==> config.mk <==
export PLATFORM = sky130hd
export DESIGN_NAME = instr_fetch_ctrl
export DESIGN_NICKNAME = d
export VERILOG_FILES = /design/src/rtl/instr_fetch_ctrl_pkg.sv /design/src/rtl/instr_fetch_ctrl_byte_assembler.sv /design/src/rtl/instr_fetch_ctrl.sv
export SDC_FILE = /design/constraint.sdc
export NUM_CORES = 1
export LEC_CHECK = 0
export CAP_MARGIN = 5
export CORE_AREA = 3 3 105 107
export CTS_BUF_LIST = sky130_fd_sc_hd__clkbuf_4 sky130_fd_sc_hd__clkbuf_8
export DETAILED_ROUTE_END_ITERATION = 10
export DIE_AREA = 0 0 108 110
export GPL_TIMING_DRIVEN = 0
export PLACE_DENSITY = 0.72
export SYNTH_ARGS = -nofsm -noshare
export SYNTH_HDL_FRONTEND = slang
export SYNTH_HIERARCHICAL = 1
export SYNTH_SLANG_ARGS = --single-unit
export TNS_END_PERCENT = 5
==> constraint.sdc <==
create_clock -name clk -period 3.7 [get_ports clk]
set_clock_uncertainty 0.15 [all_clocks]
set_input_delay 0.555 -clock clk [delete_from_list [all_inputs] [get_ports clk]]
set_output_delay 0.555 -clock clk [all_outputs]
set_load 0.01 [all_outputs]
==> src/rtl/instr_fetch_ctrl_pkg.sv <==
// Shared types and constants for the byte-wide instruction fetch path.
// Holds the sequencer state encoding and the word geometry.
package fetch_pkg;

  typedef enum logic [1:0] {
    ST_IDLE  = 2'd0,
    ST_FETCH = 2'd1,
    ST_HOLD  = 2'd2
  } fetch_state_e;

  localparam int BYTES_PER_WORD = 4;
  localparam int PC_INCR        = 4;
  localparam int CNT_W          = 2;

  // True when the byte counter points at the most significant byte of the word.
  function automatic logic is_last_byte(input logic [CNT_W-1:0] cnt);
    return (cnt == CNT_W'(BYTES_PER_WORD - 1));
  endfunction

endpackage

==> src/rtl/instr_fetch_ctrl_byte_assembler.sv <==
// Little-endian 32-bit word register filled one byte at a time.
// A byte lands in the lane selected by the fetch byte counter.
module byte_assembler
  import fetch_pkg::*;
(
  input  logic             clk,
  input  logic             i_clr,
  input  logic             i_capture,
  input  logic [CNT_W-1:0] i_byte_cnt,
  input  logic [7:0]       i_data,
  output logic [31:0]      o_word
);

  logic [31:0] r_word;

  // Word register: synchronous clear wins, otherwise write the addressed lane.
  always_ff @(posedge clk) begin
    if (i_clr) begin
      r_word <= 32'h0000_0000;
    end else if (i_capture) begin
      case (i_byte_cnt)
        2'd0:    r_word[7:0]   <= i_data;
        2'd1:    r_word[15:8]  <= i_data;
        2'd2:    r_word[23:16] <= i_data;
        2'd3:    r_word[31:24] <= i_data;
        default: r_word        <= r_word;
      endcase
    end else begin
      r_word <= r_word;
    end
  end

  assign o_word = r_word;

endmodule

==> src/rtl/instr_fetch_ctrl.sv <==
// Instruction fetch sequencer: four byte reads per word, valid/ready hand-off
// to decode, and ownership of the program counter including redirects.
module instr_fetch_ctrl
  import fetch_pkg::*;
#(
  parameter int              ADDR_W   = 32,
  parameter logic [ADDR_W-1:0] RESET_PC = {ADDR_W{1'b0}}
) (
  input  logic              clk,
  input  logic              rst_n,
  input  logic              halt,
  output logic              mem_rd,
  output logic [ADDR_W-1:0] mem_addr,
  input  logic              mem_ready,
  input  logic [7:0]        mem_data,
  output logic [31:0]       instr_out,
  output logic              instr_valid,
  input  logic              instr_ready,
  input  logic              pc_load,
  input  logic [ADDR_W-1:0] pc_load_val,
  output logic [ADDR_W-1:0] pc_out
);

  fetch_state_e      r_state;
  logic [CNT_W-1:0]  r_byte_cnt;
  logic [ADDR_W-1:0] r_pc;

  logic              w_capture;
  logic              w_clr;
  logic [31:0]       w_word;

  // A byte arriving in the same cycle as a redirect belongs to the old stream.
  assign w_capture = (r_state == ST_FETCH) && mem_ready && !pc_load;
  assign w_clr     = !rst_n;

  // Sequencer state, byte counter and program counter.
  always_ff @(posedge clk) begin
    if (!rst_n) begin
      r_state    <= ST_IDLE;
      r_byte_cnt <= {CNT_W{1'b0}};
      r_pc       <= RESET_PC;
    end else if (pc_load) begin
      r_state    <= ST_IDLE;
      r_byte_cnt <= {CNT_W{1'b0}};
      r_pc       <= pc_load_val;
    end else begin
      case (r_state)
        ST_IDLE: begin
          r_byte_cnt <= {CNT_W{1'b0}};
          r_pc       <= r_pc;
          r_state    <= halt ? ST_IDLE : ST_FETCH;
        end
        ST_FETCH: begin
          r_pc <= r_pc;
          if (mem_ready) begin
            r_byte_cnt <= r_byte_cnt + CNT_W'(1);
            r_state    <= is_last_byte(r_byte_cnt) ? ST_HOLD : ST_FETCH;
          end else begin
            r_byte_cnt <= r_byte_cnt;
            r_state    <= ST_FETCH;
          end
        end
        ST_HOLD: begin
          r_byte_cnt <= {CNT_W{1'b0}};
          if (instr_ready) begin
            r_pc    <= r_pc + ADDR_W'(PC_INCR);
            r_state <= ST_IDLE;
          end else begin
            r_pc    <= r_pc;
            r_state <= ST_HOLD;
          end
        end
        default: begin
          r_state    <= ST_IDLE;
          r_byte_cnt <= {CNT_W{1'b0}};
          r_pc       <= r_pc;
        end
      endcase
    end
  end

  byte_assembler u_byte_assembler (
    .clk        (clk),
    .i_clr      (w_clr),
    .i_capture  (w_capture),
    .i_byte_cnt (r_byte_cnt),
    .i_data     (mem_data),
    .o_word     (w_word)
  );

  assign mem_rd      = (r_state == ST_FETCH);
  assign mem_addr    = r_pc + {{(ADDR_W-CNT_W){1'b0}}, r_byte_cnt};
  assign instr_valid = (r_state == ST_HOLD);
  assign instr_out   = w_word;
  assign pc_out      = r_pc;

endmodule

# == Word level (Yosys, flattened, before mapping) ==
# Index checks and enable logic that the tools add are counted.
# op_classes
addsub,3
multipliers,0
div,0
magnitude_cmp,0
n_eq_ne,5
shifts,0
muxes,8
bitwise,2
reduce_logical,14
# ops
operator,n
32-bit 2-to-1 mux,3
32-bit by 2-bit adder with 32-bit output,1
"32-bit by 3-bit adder with 32-bit output, second input constant",1
2-bit AND reduction,5
"2-bit == test, second input constant",3
2-bit 2-to-1 mux,3
2-bit one-hot mux with 3 select lines,1
"2-bit by 1-bit == test with 1-bit output, second input constant",2
2-bit zero test,2
2-bit nonzero test,2
3-bit OR reduction,1
"2-bit by 1-bit adder with 2-bit output, second input constant",1
1-bit logical AND,2
1-bit inverter,2
2-bit OR reduction,1
1-bit zero test,1
1-bit 2-to-1 mux,1
# word_totals
ff_bits,68
latchBits,0
ram_bits,0
mem_bits_ro,0
in_bits,46
output_inout_bits,98
mem_count,0

# == Logic depth before layout (Yosys ltp) ==
# Gate-level depths: netlist of the first run.
# depth
ltp_word,4
ltp_mapped,8

# == Cells and area by module ==
# The synthesis of the first run kept the hierarchy.
# modules_own_cells
module,instances,cells_each,area_per_inst_um2,seq_area_each_um2
instr_fetch_ctrl,1,346,2747.6,720.7
byte_assembler,1,117,1288.7,640.6

# == Least setup slack after synthesis of the first run ==
# No wires, ideal clock.
# synth_timing
kind,reg-to-output
from,register r_byte_cnt[0]
to,output port mem_addr[16]
t_arrival_ps,2126
t_required_ps,2995
setup_slack_ps,869
path_stages_with_launch,9
n_path_buf,1
cell_sequence,dfxtp_1 > ha_1 > inv_1 > fa_1 > clkbuf_1 > nand3b_1 > nor4_1 > nand3_1 > xnor2_1
# synth_via
elab_chain_len,1
# synth_rtl
element,line,source
start: declaration,instr_fetch_ctrl.sv:25,logic [CNT_W-1:0] r_byte_cnt;
start signal: assignment,instr_fetch_ctrl.sv:40,r_byte_cnt <= {CNT_W{1'b0}};
start signal: assignment,instr_fetch_ctrl.sv:44,r_byte_cnt <= {CNT_W{1'b0}};
start signal: assignment,instr_fetch_ctrl.sv:49,r_byte_cnt <= {CNT_W{1'b0}};
32-bit by 2-bit adder with 32-bit output,instr_fetch_ctrl.sv:92,"assign mem_addr = r_pc + {{(ADDR_W-CNT_W){1'b0}}, r_byte_cnt};"
end: declaration,instr_fetch_ctrl.sv:13,"output logic [ADDR_W-1:0] mem_addr,"
# Every way passes these cells.

# == Final worst setup path of the first run ==
# layout_timing
from,register r_byte_cnt[0]
to,output port mem_addr[24]
# The elaborated chain is that of the path after synthesis.

==> flow_results.org, run 1 <==
** Clocking
- The clock reaches the later pin of the worst-skew pair after 0.35 ns.
- Number of clock sinks :: 68
- Clk root buf :: sky130_fd_sc_hd__clkbuf_8
- Total number of H-tree levels :: 3
- TritonCTS built the clock tree.
- In this run, post-CTS hold repair placed 0 buffers.
- Clock-pin slew was measured on the worst setup and hold paths at 0.09 ns.
- Counting the buffers created by CTS gives 9.
- In this run the deepest clock path goes through 2 buffers.

** Critical path
- Worst reg-to-reg setup slack :: 1.27 ns
- List of cells traversed by the critical path :: ha_1 > inv_1 > fa_2 > nand3b_1 > nor4_4 > nand2_1 > xnor2_1 > clkdlybuf4s50_1
- Setup crit start kind :: register
- For the worst flop-to-flop path, the logic depth is 6.
- Crit Reg-Reg Startpoint :: pc_out[3]
- Critical Path End :: mem_addr[24]
- In this run the worst path has a maximum fanout of 8.
- The number of buffers and inverters on the critical path is 2.
- Data on the critical path arrives at its endpoint at 2.91 ns.
- Worst reg2reg endpoint :: pc_out[28]
- Worst setup path category :: reg2out
- The largest single stage delay on the critical path is 0.57 ns.
- STA classifies the critical path endpoint as an output port.
- In this design, the largest share of critical-path delay is due to simple AND/OR/NAND/NOR gates.
- Critical Path RT :: 2.99 ns
- In this run the number of cells on the critical path is 8.
- Start point of the critical path :: r_byte_cnt[0]
- Worst-path cell with the longest stage delay :: sky130_fd_sc_hd__clkdlybuf4s50_1

** Global route
- Number of global-route vias before repair :: 4106
- Congestion Overflow GR :: 0
- Maximum number of pins on one net before global-route repair :: 15
- Global-route wire length before repair :: 21700 um
- In the global route stage, overall resource usage came out at 0.233.
- Initial antenna violation count :: 0

** Timing
- Headroom to the max-slew limit :: 0.312
- The smallest clock period supported by the final layout is computed as 3.61 ns.
- Max Clk Rate :: 277 MHz
- The final number of max-transition violations was 0.
- The number of failing hold endpoints at the final stage came to 0.
- Setup repair after global routing could not meet its margin everywhere.
- At the pin with the least slew margin, the transition time is 1.02 ns.
- Setup violations remaining at the end of the flow were counted as 0.
- Final critical-path share of the clock period :: 0.977

** Yosys
- Count of yosys warnings during synthesis :: 6
- Synthesized netlist cell count :: 463
- Counting flops and latches in the post-synthesis netlist gives 68.
- Synthesized Nets :: 514
- A synthesized cell averages 8.72 um2.
- Yosys mapped the design onto 48 distinct sky130hd cell types.
- Of the post-synthesis cell area, the dominant cell type holds 0.337.
- Cell area after technology mapping :: 4040 um2
- Among all flip-flop cells after synthesis, the most frequent one is sky130_fd_sc_hd__dfxtp_1.
- sky130_fd_sc_hd__dfxtp_1 takes more of the synthesized area than any other cell.
- Ranked by total cell area, the synthesized netlist is headed by sky130_fd_sc_hd__dfxtp_1, sky130_fd_sc_hd__mux2i_1, sky130_fd_sc_hd__nand2b_1.
- Yosys mapped a number of flops with a built-in enable equal to 0.
- Share of synthesized area occupied by flip-flops and latches :: 0.337
- FFs w/ async S/R, synth :: 0

** Place
- The congestion estimate from routability-driven global placement came to 0.914.
- Number of buffers added on ports :: 142
- The wire-length estimate of the detail-placed layout is 10500 um.
- In this run, placement finished with an instance count of 741.

** Finish
- From synthesis to final layout, the design area changed by 47.0%.
- In the final layout, the share of cells above drive strength 1 is 0.0963.
- After the last flow step, the layout net total stands at 669.
- Number of diodes added for antenna fixing :: 0
- The library cell used most frequently in the layout, excluding fill and tap cells, is sky130_fd_sc_hd__clkdlybuf4s50_1.
- Multi-input combinational cell area :: 2450 um2
- Register area :: 1370 um2
- Post-route insts no fill :: 759
- Measured on the finished design, the core utilization comes to 0.580.
- Highest-count cells in the layout ignoring fill and taps :: sky130_fd_sc_hd__clkdlybuf4s50_1, sky130_fd_sc_hd__dfxtp_1, sky130_fd_sc_hd__nand2b_1
- After filler insertion, the fill cell instance count of the layout stands at 911.

** Min path
- Cell depth of the worst min-delay path :: 2
- The path class of the tightest hold or removal check is reg2reg.

** Floorplan
- Starting Density :: 0.395
- The die is 108 um wide.
- Row generation in the floorplan step produced 37 rows.
- Count of boundary I/O pins :: 144
- Area of the placeable core :: 10200 um2
- Die boundary height :: 110 um
- The floorplan step defined a die boundary enclosing 11900 um2.

** Power and ir drop
- The worst-case IR drop observed on VDD is 0.183 mV.
- In this run the power spent charging and discharging nets is 530 uW.
- Of the total power, the share spent switching nets is 0.294.
- Proportion of power drawn by the clock network :: 0.367
- P_leak :: 2.24 nW
- Total power density per cell area :: 304 nW/um2
- The share of total power dissipated in sequential elements is 0.440.
- Of the total power, combinational logic draws 0.192.
- Internal power :: 1.27 mW

** Route
- After detailed routing, the average wire length per cell comes to 18.5 um.
- Number of optimization iterations in the first detailed-route pass :: 5
- Via density per instance :: 5.64
- Once detail routing completed, the nets flagged for antenna violations numbered 0.
- Routed wire length :: 14100 um
- Number of DRC violations after detailed routing :: 0
- The final route contains 4282 vias.
- In this run, the number of DRC markers left after iteration 0 of detailed routing was 263.

** Status
- Status :: complete, no violations

** Flow run
- Count of maximum capacitance violations :: 0
cell families (layout without fill, tap and decap cells):
family                   Yosys count  in the layout  synth area share
flip-flops                        68             68             0.337
AND/OR/NAND/NOR                  203            203             0.295
buffers and inverters             48            208            0.0719
AO/OA/AOI/OAI                     62             62            0.0998
adder cells (fa/ha/maj)            5              5            0.0174
XOR/XNOR                          40             40            0.0868
multiplexers                      37             37            0.0918
stage by stage:
stage	hold slack, ns	setup WS (ns)	setup TNS [ns]	area, um2	power (mW)
5_1_grt	0.358	-0.0196	-0.0390	5930	1.86
2_1_floorplan	0.343	0.869	0	4040	0.958
4_1_cts	0.333	0.0462	0	5890	1.81
3_3_place_gp	0.313	-0.198	-0.700	5630	1.15
3_5_place_dp	0.318	-0.179	-0.459	5630	1.15
6_report	0.332	0.0863	0	5930	1.80
how the worst min path moves through the flow:
stage / endpoint / slack (ns) / from
6_report: u_byte_assembler/o_word[17] / 0.33 / u_byte_assembler/o_word[17]
5_1_grt: u_byte_assembler/o_word[2] / 0.36 / u_byte_assembler/o_word[2]
4_1_cts: u_byte_assembler/o_word[24] / 0.33 / u_byte_assembler/o_word[24]
3_5_place_dp: u_byte_assembler/o_word[19] / 0.32 / u_byte_assembler/o_word[19]
3_3_place_gp: u_byte_assembler/o_word[29] / 0.31 / u_byte_assembler/o_word[29]
2_1_floorplan: u_byte_assembler/o_word[24] / 0.34 / u_byte_assembler/o_word[24]
layer usage:
metal,up-vias,wire length [um],track usage
met1,2012,5540,0.288
met5,-,0,0
met2,244,6760,0.391
met4,0,347,0.0866
met3,32,1410,0.0623
li1,1994,-,-
synthesized netlist by cell type (13+ instances only):
master and number:
sky130_fd_sc_hd__dfxtp_1 68, sky130_fd_sc_hd__nand2b_1 44, sky130_fd_sc_hd__mux2i_1 37, sky130_fd_sc_hd__xnor2_1 28, sky130_fd_sc_hd__nand3_1 25, sky130_fd_sc_hd__o21ai_0 22, sky130_fd_sc_hd__nor3_1 21, sky130_fd_sc_hd__nor2_1 20
sky130_fd_sc_hd__nand2_1 19, sky130_fd_sc_hd__clkbuf_1 18, sky130_fd_sc_hd__nor4_1 13
area by class of cell:
type | instances | share of cell area
plain buffers | 36 | 0.0413
clock inverters | 7 | 0.0141
multi-input cells | 347 | 0.413
repair buffers | 145 | 0.244
flip-flops and latches | 68 | 0.231
clock buffers | 9 | 0.0209
inverters | 11 | 0.00696
well taps | 136 | 0.0287
flip-flops by register name, summed over array words and instances, names as in the netlist:
| name | count |
|---|---|
| pc_out | 32 |
| u_byte_assembler/o_word | 32 |
| r_byte_cnt | 2 |
| r_state | 2 |
repair_timing:
item | CTS | global route
endpoints found under the setup margin | 10 | 10
setup buffers | 3 | 0
pin swaps | 2 | 0
resized for setup | 9 | 9
gates cloned | 0 | 0
worst reg2reg max path, stage by stage, from the launching register on:
cell	delay, ns
sky130_fd_sc_hd__dfxtp_2	0.42
sky130_fd_sc_hd__ha_1	0.25
sky130_fd_sc_hd__nand3_2	0.13
sky130_fd_sc_hd__or4_1	0.53
sky130_fd_sc_hd__clkbuf_1	0.24
sky130_fd_sc_hd__or4_1	0.58
sky130_fd_sc_hd__nand3_1	0.08
power groups by stage:
| stage | clock network (mW) | logic (mW) | registers, mW |
|---|---|---|---|
| after global routing | 0.693 | 0.368 | 0.797 |
| after CTS | 0.669 | 0.346 | 0.793 |
| after detailed placement | 0 | 0.343 | 0.810 |
| after floorplan | 0 | 0.145 | 0.813 |
| final | 0.662 | 0.347 | 0.793 |
| after global placement | 0 | 0.339 | 0.809 |
No activity file was read; power rests on OpenSTA's default activity.
==> inputs of run 2 (changes only) <==
- CORE_AREA: 3 3 105 107 -> 3 3 94 96
- DIE_AREA: 0 0 108 110 -> 0 0 97 99
- PLACE_DENSITY: 0.72 -> 0.88
==> run 2 against run 1 <==
Effect of this change:
- total power about the same
- global-route usage increased by 5.9 points
- count of clock-buffer cells in the layout unchanged
- sequential cell count unchanged
- die area decreased by 19%
- largest power group unchanged
- highest routed layer unchanged
==> flow_results.org, run 2 (synthesis results as in run 1) <==
** Min path
- The min-delay analysis places its worst path in the category reg2reg.
- The startpoint identified for the worst hold timing path is u_byte_assembler/o_word[10].

** Critical path
- The most critical setup path has its startpoint at pc_out[2].
- The worst setup path is launched from a register.
- The largest incremental delay on the critical path was 0.55 ns (-0.02 ns).
- Worst-path cell with the longest stage delay :: sky130_fd_sc_hd__clkdlybuf4s50_1
- Worst setup path category :: reg2out
- In this run the critical register-to-register path is launched from pc_out[2].
- The endpoint required time on the critical path came to 2.99 ns (about the same).
- The worst-path maximum fanout was 8 (unchanged).
- The register-to-register setup slack came to 1.06 ns (-0.21 ns).
- STA classifies the critical path endpoint as an output port.
- Walking the worst path, the cells encountered are ha_1 > nand3_2 > or4_1 > clkbuf_1 > nor4_1 > xor2_1 > clkdlybuf4s50_1.
- Arrival time of data at the critical path endpoint :: 2.94 ns (+0.03 ns)

** Route
- The average vias per placed instance is 5.90 (+4.6%).
- The per-cell routed wire length came to 19.7 um (+6.2%).
- The post-detailed-route count of antenna-violating nets was 0 (unchanged).
- The number of DRC violations after detailed-routing iteration 0 was 228 (-13%).
- Routed wire length :: 14300 um (+1.8%)
- The detailed-route via count came to 4298 (+0.37%).
- The first-pass iteration count of the detailed router was 4 (-1).
- The DRC violations left was 0 (unchanged).

** Clocking
- Clock tree synthesis selected as its root buffer the cell sky130_fd_sc_hd__clkbuf_8.
- Clk slew on worst S/H paths :: 0.08 ns (about the same)
- TritonCTS built the clock tree.
- The total of hold buffers inserted after clock tree synthesis came to 0 (unchanged).
- The maximum buffer depth of the clock tree is 2 (unchanged).
- Total number of H-tree levels :: 3 (unchanged)
- Number of clock sinks :: 68 (unchanged)
- The TritonCTS buffer count came to 9 (unchanged).
- The latest clock arrival within the worst-skew pair is 0.36 ns (about the same).

** Global route
- The overall global routing resource usage was 0.292 (+0.0587).
- Maximum number of pins on one net before global-route repair :: 15 (unchanged)
- The number of antenna violations at the first check in global routing is 0 (unchanged).
- The via count of the first global-routing pass was 4340 (+5.7%).
- The overflow left after global routing was 0 (unchanged).
- Global-route wire length before repair :: 22700 um (+4.4%)

** Power and ir drop
- The leakage power came to 2.24 nW (-0.15%).
- Overall power of the completed layout :: 1.80 mW (about the same)
- IR Drop Worst-Case VDD :: 0.282 mV (+54%)
- The power density over cell area was 307 nW/um2 (+0.99%).

** Finish
- Highest-count cells in the layout ignoring fill and taps :: sky130_fd_sc_hd__clkdlybuf4s50_1, sky130_fd_sc_hd__dfxtp_1, sky130_fd_sc_hd__nand2b_1
- The library cell used most frequently in the layout, excluding fill and tap cells, is sky130_fd_sc_hd__clkdlybuf4s50_1.
- The multi-input combinational cell area was 2430 um2 (-0.61%).
- Fraction of layout instances using a drive strength above 1 :: 0.0931 (-0.00321)
- The area growth from synthesis to layout is 45.6%.
- Number of diodes added for antenna fixing :: 0 (unchanged)
- Net count of the finished layout :: 669 (unchanged)
- Filler Cell Count :: 639 (-30%)
- The sequential cell area was 1370 um2 (-0.18%).

** Floorplan
- The vertical die dimension came to 99 um (-10%).
- The boundary pin count was 144 (unchanged).
- Width of the die :: 97 um (-10%)
- Starting Density :: 0.496 (+0.102)
- The area inside the core boundary is 8130 um2 (-20%).
- Row cnt :: 33 (-11%)
- Die footprint :: 9600 um2 (-19%)

** Flow run
- Count of maximum capacitance violations :: 0 (unchanged)

** Timing
- Clock period minus worst slack :: 3.65 ns (+0.0344 ns)
- Headroom to the max-slew limit :: 0.363 (+0.0513)
- The final number of max-transition violations is 0 (unchanged).
- Max Clk Rate :: 274 MHz (-0.94%)
- The worst-case setup margin in the final layout is 0.0519 ns (-0.0344 ns).
- The share of the clock period used by the worst path after layout came to 0.986 (+0.00930).
- The total of endpoints with negative setup slack in the final report is 0 (unchanged).
- The number of failing hold endpoints at the final stage came to 0 (unchanged).
- Setup repair after global routing could not meet its margin everywhere.
- The transition at the pin with the smallest max-transition slack is 0.946 ns (-0.0777 ns).

** Place
- Setup Slack @ Placement :: -0.267 ns (-0.0872 ns)
- The final RePlAce weighted congestion came to 1.01 (+10%).
- DP HPWL :: 10800 um (+2.8%)
- Number of buffers added on ports :: 142 (unchanged)

** Status
- The run finished with clean final reports.
run 2: layout make-up:
cell class              count  share of cell area
multi-input cells         347               0.414
clock buffers               9              0.0211
flip-flops and latches     68               0.233
repair buffers            145               0.246
inverters                  11             0.00703
plain buffers              36              0.0420
clock inverters             7              0.0141
well taps                 105              0.0224
run 2: power breakdown:
group | internal (mW) | switching, mW
registers | 0.758 | 0.0361
logic | 0.192 | 0.153
clock network | 0.323 | 0.341
total | 1.27 | 0.529
run 2: worst paths after layout:
check,end,cells past startpoint
worst max register to register,pc_out[12],6
worst max-delay path,mem_addr[22],7
worst min-delay path,u_byte_assembler/o_word[10],2
worst min register to register,u_byte_assembler/o_word[10],2
run 2: metal layers:
metal,vias to the layer above,GRT usage,share of wire
met1,2048,0.350,0.40
met2,227,0.506,0.49
li1,1986,-,-
met4,0,0.106,0.029
met5,-,0,0
met3,37,0.0743,0.083
run 2: timing repair:
action	in CTS	in global routing
resized for setup	8	8
buffers inserted	3	0
pin swaps	2	1
setup endpoints to repair	9	11
run 2: stage by stage:
stage	TNS [ns]	cells	hold WS [ns]	util	instance area (um2)
after floorplan	0	463	0.343	-	4040
after global placement	-0.753	710	0.310	0.687	5590
after detailed placement	-0.793	710	0.317	0.687	5590
after CTS	0	728	0.334	0.719	5850
after global routing	-0.183	728	0.349	0.722	5880
final	0	728	0.334	0.722	5880
run 2: critical path: cells and delay by family, from the launching register on:
family,cells,cell delay [ns]
xor gates and xnor gates,1,0.18
adders and majority gates,1,0.24
buffers and inverters,2,0.79
DFF,1,0.41
and+or+nand+nor,3,0.97
==> inputs of run 3 (changes only) <==
- PLACE_DENSITY: 0.88 -> default
- PLACE_DENSITY_LB_ADDON: default -> 0.05
- clock period: 3.7 -> 4.7 ns (I/O delays scaled with it)
==> run 3 against run 2 <==
Effect of this change:
- critical path depth increased by 2
- sequential cell count unchanged
- final area decreased by 1.2%
- largest power group unchanged
- global-route usage decreased by 1.4 points
- hold slack got worse by 0.0099 ns
- critical endpoint is now mem_addr[18]
- non-clock buffer count decreased by 2
- register-to-register slack improved by 1.1 ns
==> flow_results.org, run 3 (synthesis results as in run 1) <==
** Power and ir drop
- The power dissipated by switching net loads is 378 uW (-29%).
- Part of the power in combinational logic :: 0.190 (about the same)
- Total power density per cell area :: 245 nW/um2 (-20%)
- Internal power :: 1.04 mW (-18%)
- Share of total power in sequential cells :: 0.439 (about the same)
- The clock network power share was 0.372 (+0.004).
- Overall power of the completed layout :: 1.42 mW (-21%)
- IR Drop Worst-Case VDD :: 0.186 mV (-34%)
- The switching fraction of total power is 0.266 (-0.0279).
- The leakage power was 2.18 nW (-2.4%).

** Route
- Number of DRC violations after detailed routing :: 0 (unchanged)
- The routed wire length was 13300 um (-7.2%).
- The number of DRC violations after detailed-routing iteration 0 came to 262 (+15%).
- The first-pass iteration count of the detailed router came to 5 (+1).
- Total vias in the final route :: 4183 (-2.7%)
- The post-detailed-route count of antenna-violating nets is 0 (unchanged).
- Via density per instance :: 5.77 (-2.3%)
- Routed length per instance :: 18.3 um (-6.8%)

** Finish
- The area growth from synthesis to layout is 43.8%.
- Fraction of layout instances using a drive strength above 1 :: 0.0694 (-0.0237)
- In the layout the commonest cells are sky130_fd_sc_hd__clkdlybuf4s50_1, sky130_fd_sc_hd__dfxtp_1, sky130_fd_sc_hd__nand2b_1.
- Leading cell type in the layout, fill and taps excluded :: sky130_fd_sc_hd__clkdlybuf4s50_1
- Multi-input combinational cell area :: 2380 um2 (-2.1%)
- Layout Utilization :: 0.713 (-0.00892)
- Net count of the finished layout :: 667 (-0.30%)
- The number of fill cells in the layout is 672 (+5.2%).
- Number of diodes added for antenna fixing :: 0 (unchanged)
- Register area :: 1360 um2 (-0.55%)

** Flow run
- The max-capacitance violation count came to 0 (unchanged).

** Floorplan
- The boundary pin count came to 144 (unchanged).
- Width of the die :: 97 um (unchanged)
- Die boundary height :: 99 um (unchanged)
- The number of placement rows is 33 (unchanged).
- Area of the placeable core :: 8130 um2 (unchanged)
- Starting Density :: 0.496 (unchanged)
- Die footprint :: 9600 um2 (unchanged)

** Clocking
- The maximum buffer depth of the clock tree is 2 (unchanged).
- The count of instances resized after the clock tree is built came to 0 (-8).
- The clock-pin slew on the worst setup and hold paths was 0.08 ns (about the same).
- Clk root buf :: sky130_fd_sc_hd__clkbuf_8
- Total number of H-tree levels :: 3 (unchanged)
- The TritonCTS buffer count came to 9 (unchanged).
- Number of clock sinks :: 68 (unchanged)
- CTS tree :: done
- CTS Hold Bufs :: 0 (unchanged)
- The number of post-CTS setup repair buffers was 0 (-3).
- The latest clock arrival within the worst-skew pair is 0.34 ns (-0.02 ns).

** Timing
- Max Clk Rate :: 223 MHz
- Final total negative setup slack :: 0 ns (unchanged)
- The number of failing hold endpoints at the final stage is 0 (unchanged).
- The clock period could shrink to 4.49 ns.
- The total of endpoints with negative setup slack in the final report came to 0 (unchanged).
- The remaining max-slew budget at the tightest pin came to 0.434 (+0.0707).
- The transition at the pin with the smallest max-transition slack came to 0.841 ns (-0.105 ns).
- Final-report max-slew violation count :: 0 (unchanged)
- Final critical-path share of the clock period :: 0.955
- Setup repair after global routing left no endpoint under its margin.

** Global route
- The number of antenna violations at the first check in global routing came to 0 (unchanged).
- Number of global-route vias before repair :: 4134 (-4.7%)
- Global-route wire length before repair :: 21400 um (-5.6%)
- Maximum number of pins on one net before global-route repair :: 14 (-1)
- The overall global routing resource usage was 0.278 (-0.0143).
- Congestion Overflow GR :: 0 (unchanged)

** Critical path
- Setup crit start kind :: register
- Endpoint type of the worst setup path :: output port
- In this run the critical register-to-register path is captured at pc_out[30].
- The length in cells of the worst reg-to-reg path was 6 (unchanged).
- Worst reg-to-reg setup slack :: 2.14 ns (+1.08 ns)
- The worst-path maximum fanout is 10 (+2).
- The worst setup path is of the reg2out kind.
- Critical Path RT :: 3.85 ns (+0.86 ns)
- Crit Reg-Reg Startpoint :: pc_out[2]
- The data arrival time at the worst-slack endpoint was 3.63 ns (+0.69 ns).

** Place
- Routability cong. :: 0.950 (-5.7%)
- The number of buffers added on ports came to 142 (unchanged).
- DP HPWL :: 9940 um (-8.1%)

** Status
- The run finished with clean final reports.

** Min path
- For hold timing, the worst endpoint is u_byte_assembler/o_word[27].
- In this run the most critical hold path is launched from u_byte_assembler/o_word[27].
- The worst hold path depth is 2 (unchanged).
- Class of the most critical hold timing path :: reg2reg
==> run 3: worst max-delay path by stage <==
stage	slack [ns]	end	from
3_3_place_gp	0.75	mem_addr[18]	r_byte_cnt[0]
2_1_floorplan	1.72	mem_addr[16]	r_byte_cnt[0]
3_5_place_dp	0.68	mem_addr[18]	r_byte_cnt[0]
4_1_cts	0.29	mem_addr[18]	r_byte_cnt[0]
6_report	0.21	mem_addr[18]	r_byte_cnt[0]
5_1_grt	0.02	mem_addr[18]	r_byte_cnt[0]
==> run 3: metrics by stage <==
| step | hold WS, ns | worst slack (ns) | area, um2 | instances |
|---|---|---|---|---|
| 6_report | 0.324 | 0.210 | 5800 | 725 |
| 3_5_place_dp | 0.313 | 0.677 | 5590 | 710 |
| 2_1_floorplan | 0.343 | 1.72 | 4040 | 463 |
| 4_1_cts | 0.330 | 0.287 | 5800 | 725 |
| 5_1_grt | 0.346 | 0.0199 | 5800 | 725 |
| 3_3_place_gp | 0.310 | 0.752 | 5590 | 710 |
==> run 3: final cells by class <==
| type | instances | area share |
|---|---|---|
| Clock inverter | 6 | 0.0155 |
| Timing Repair Buffer | 142 | 0.245 |
| Inverter | 11 | 0.00712 |
| Sequential cell | 68 | 0.235 |
| Buffer | 37 | 0.0429 |
| Tap cell | 105 | 0.0226 |
| Multi-Input combinational cell | 347 | 0.411 |
| Clock buffer | 9 | 0.0213 |
==> run 3: power by group through the flow <==
stage                     clock network (mW)  logic (mW)  registers [mW]
final                                  0.528       0.270           0.624
after global routing                   0.557       0.288           0.627
after CTS                              0.536       0.269           0.623
after detailed placement                   0       0.267           0.637
after global placement                     0       0.263           0.636
after floorplan                            0       0.114           0.640
==> run 3: critical path: stages (launching register included) <==
cell	delay (ns)
sky130_fd_sc_hd__dfxtp_1	0.47
sky130_fd_sc_hd__ha_1	0.22
sky130_fd_sc_hd__inv_1	0.05
sky130_fd_sc_hd__fa_1	0.36
sky130_fd_sc_hd__clkbuf_1	0.30
sky130_fd_sc_hd__nand3b_1	0.29
sky130_fd_sc_hd__nor4_1	0.50
sky130_fd_sc_hd__nand4_1	0.21
sky130_fd_sc_hd__xnor2_1	0.29
sky130_fd_sc_hd__clkdlybuf4s50_1	0.60
==> run 3: metal layers <==
metal / wire length, um / vias up / GRT usage / part of all wire
li1: - / 1989 / - / -
met1: 5640 / 1959 / 0.365 / 0.42
met2: 6280 / 212 / 0.467 / 0.47
met3: 1160 / 23 / 0.0651 / 0.088
met4: 187 / 0 / 0.0616 / 0.014
met5: 0 / - / 0 / 0
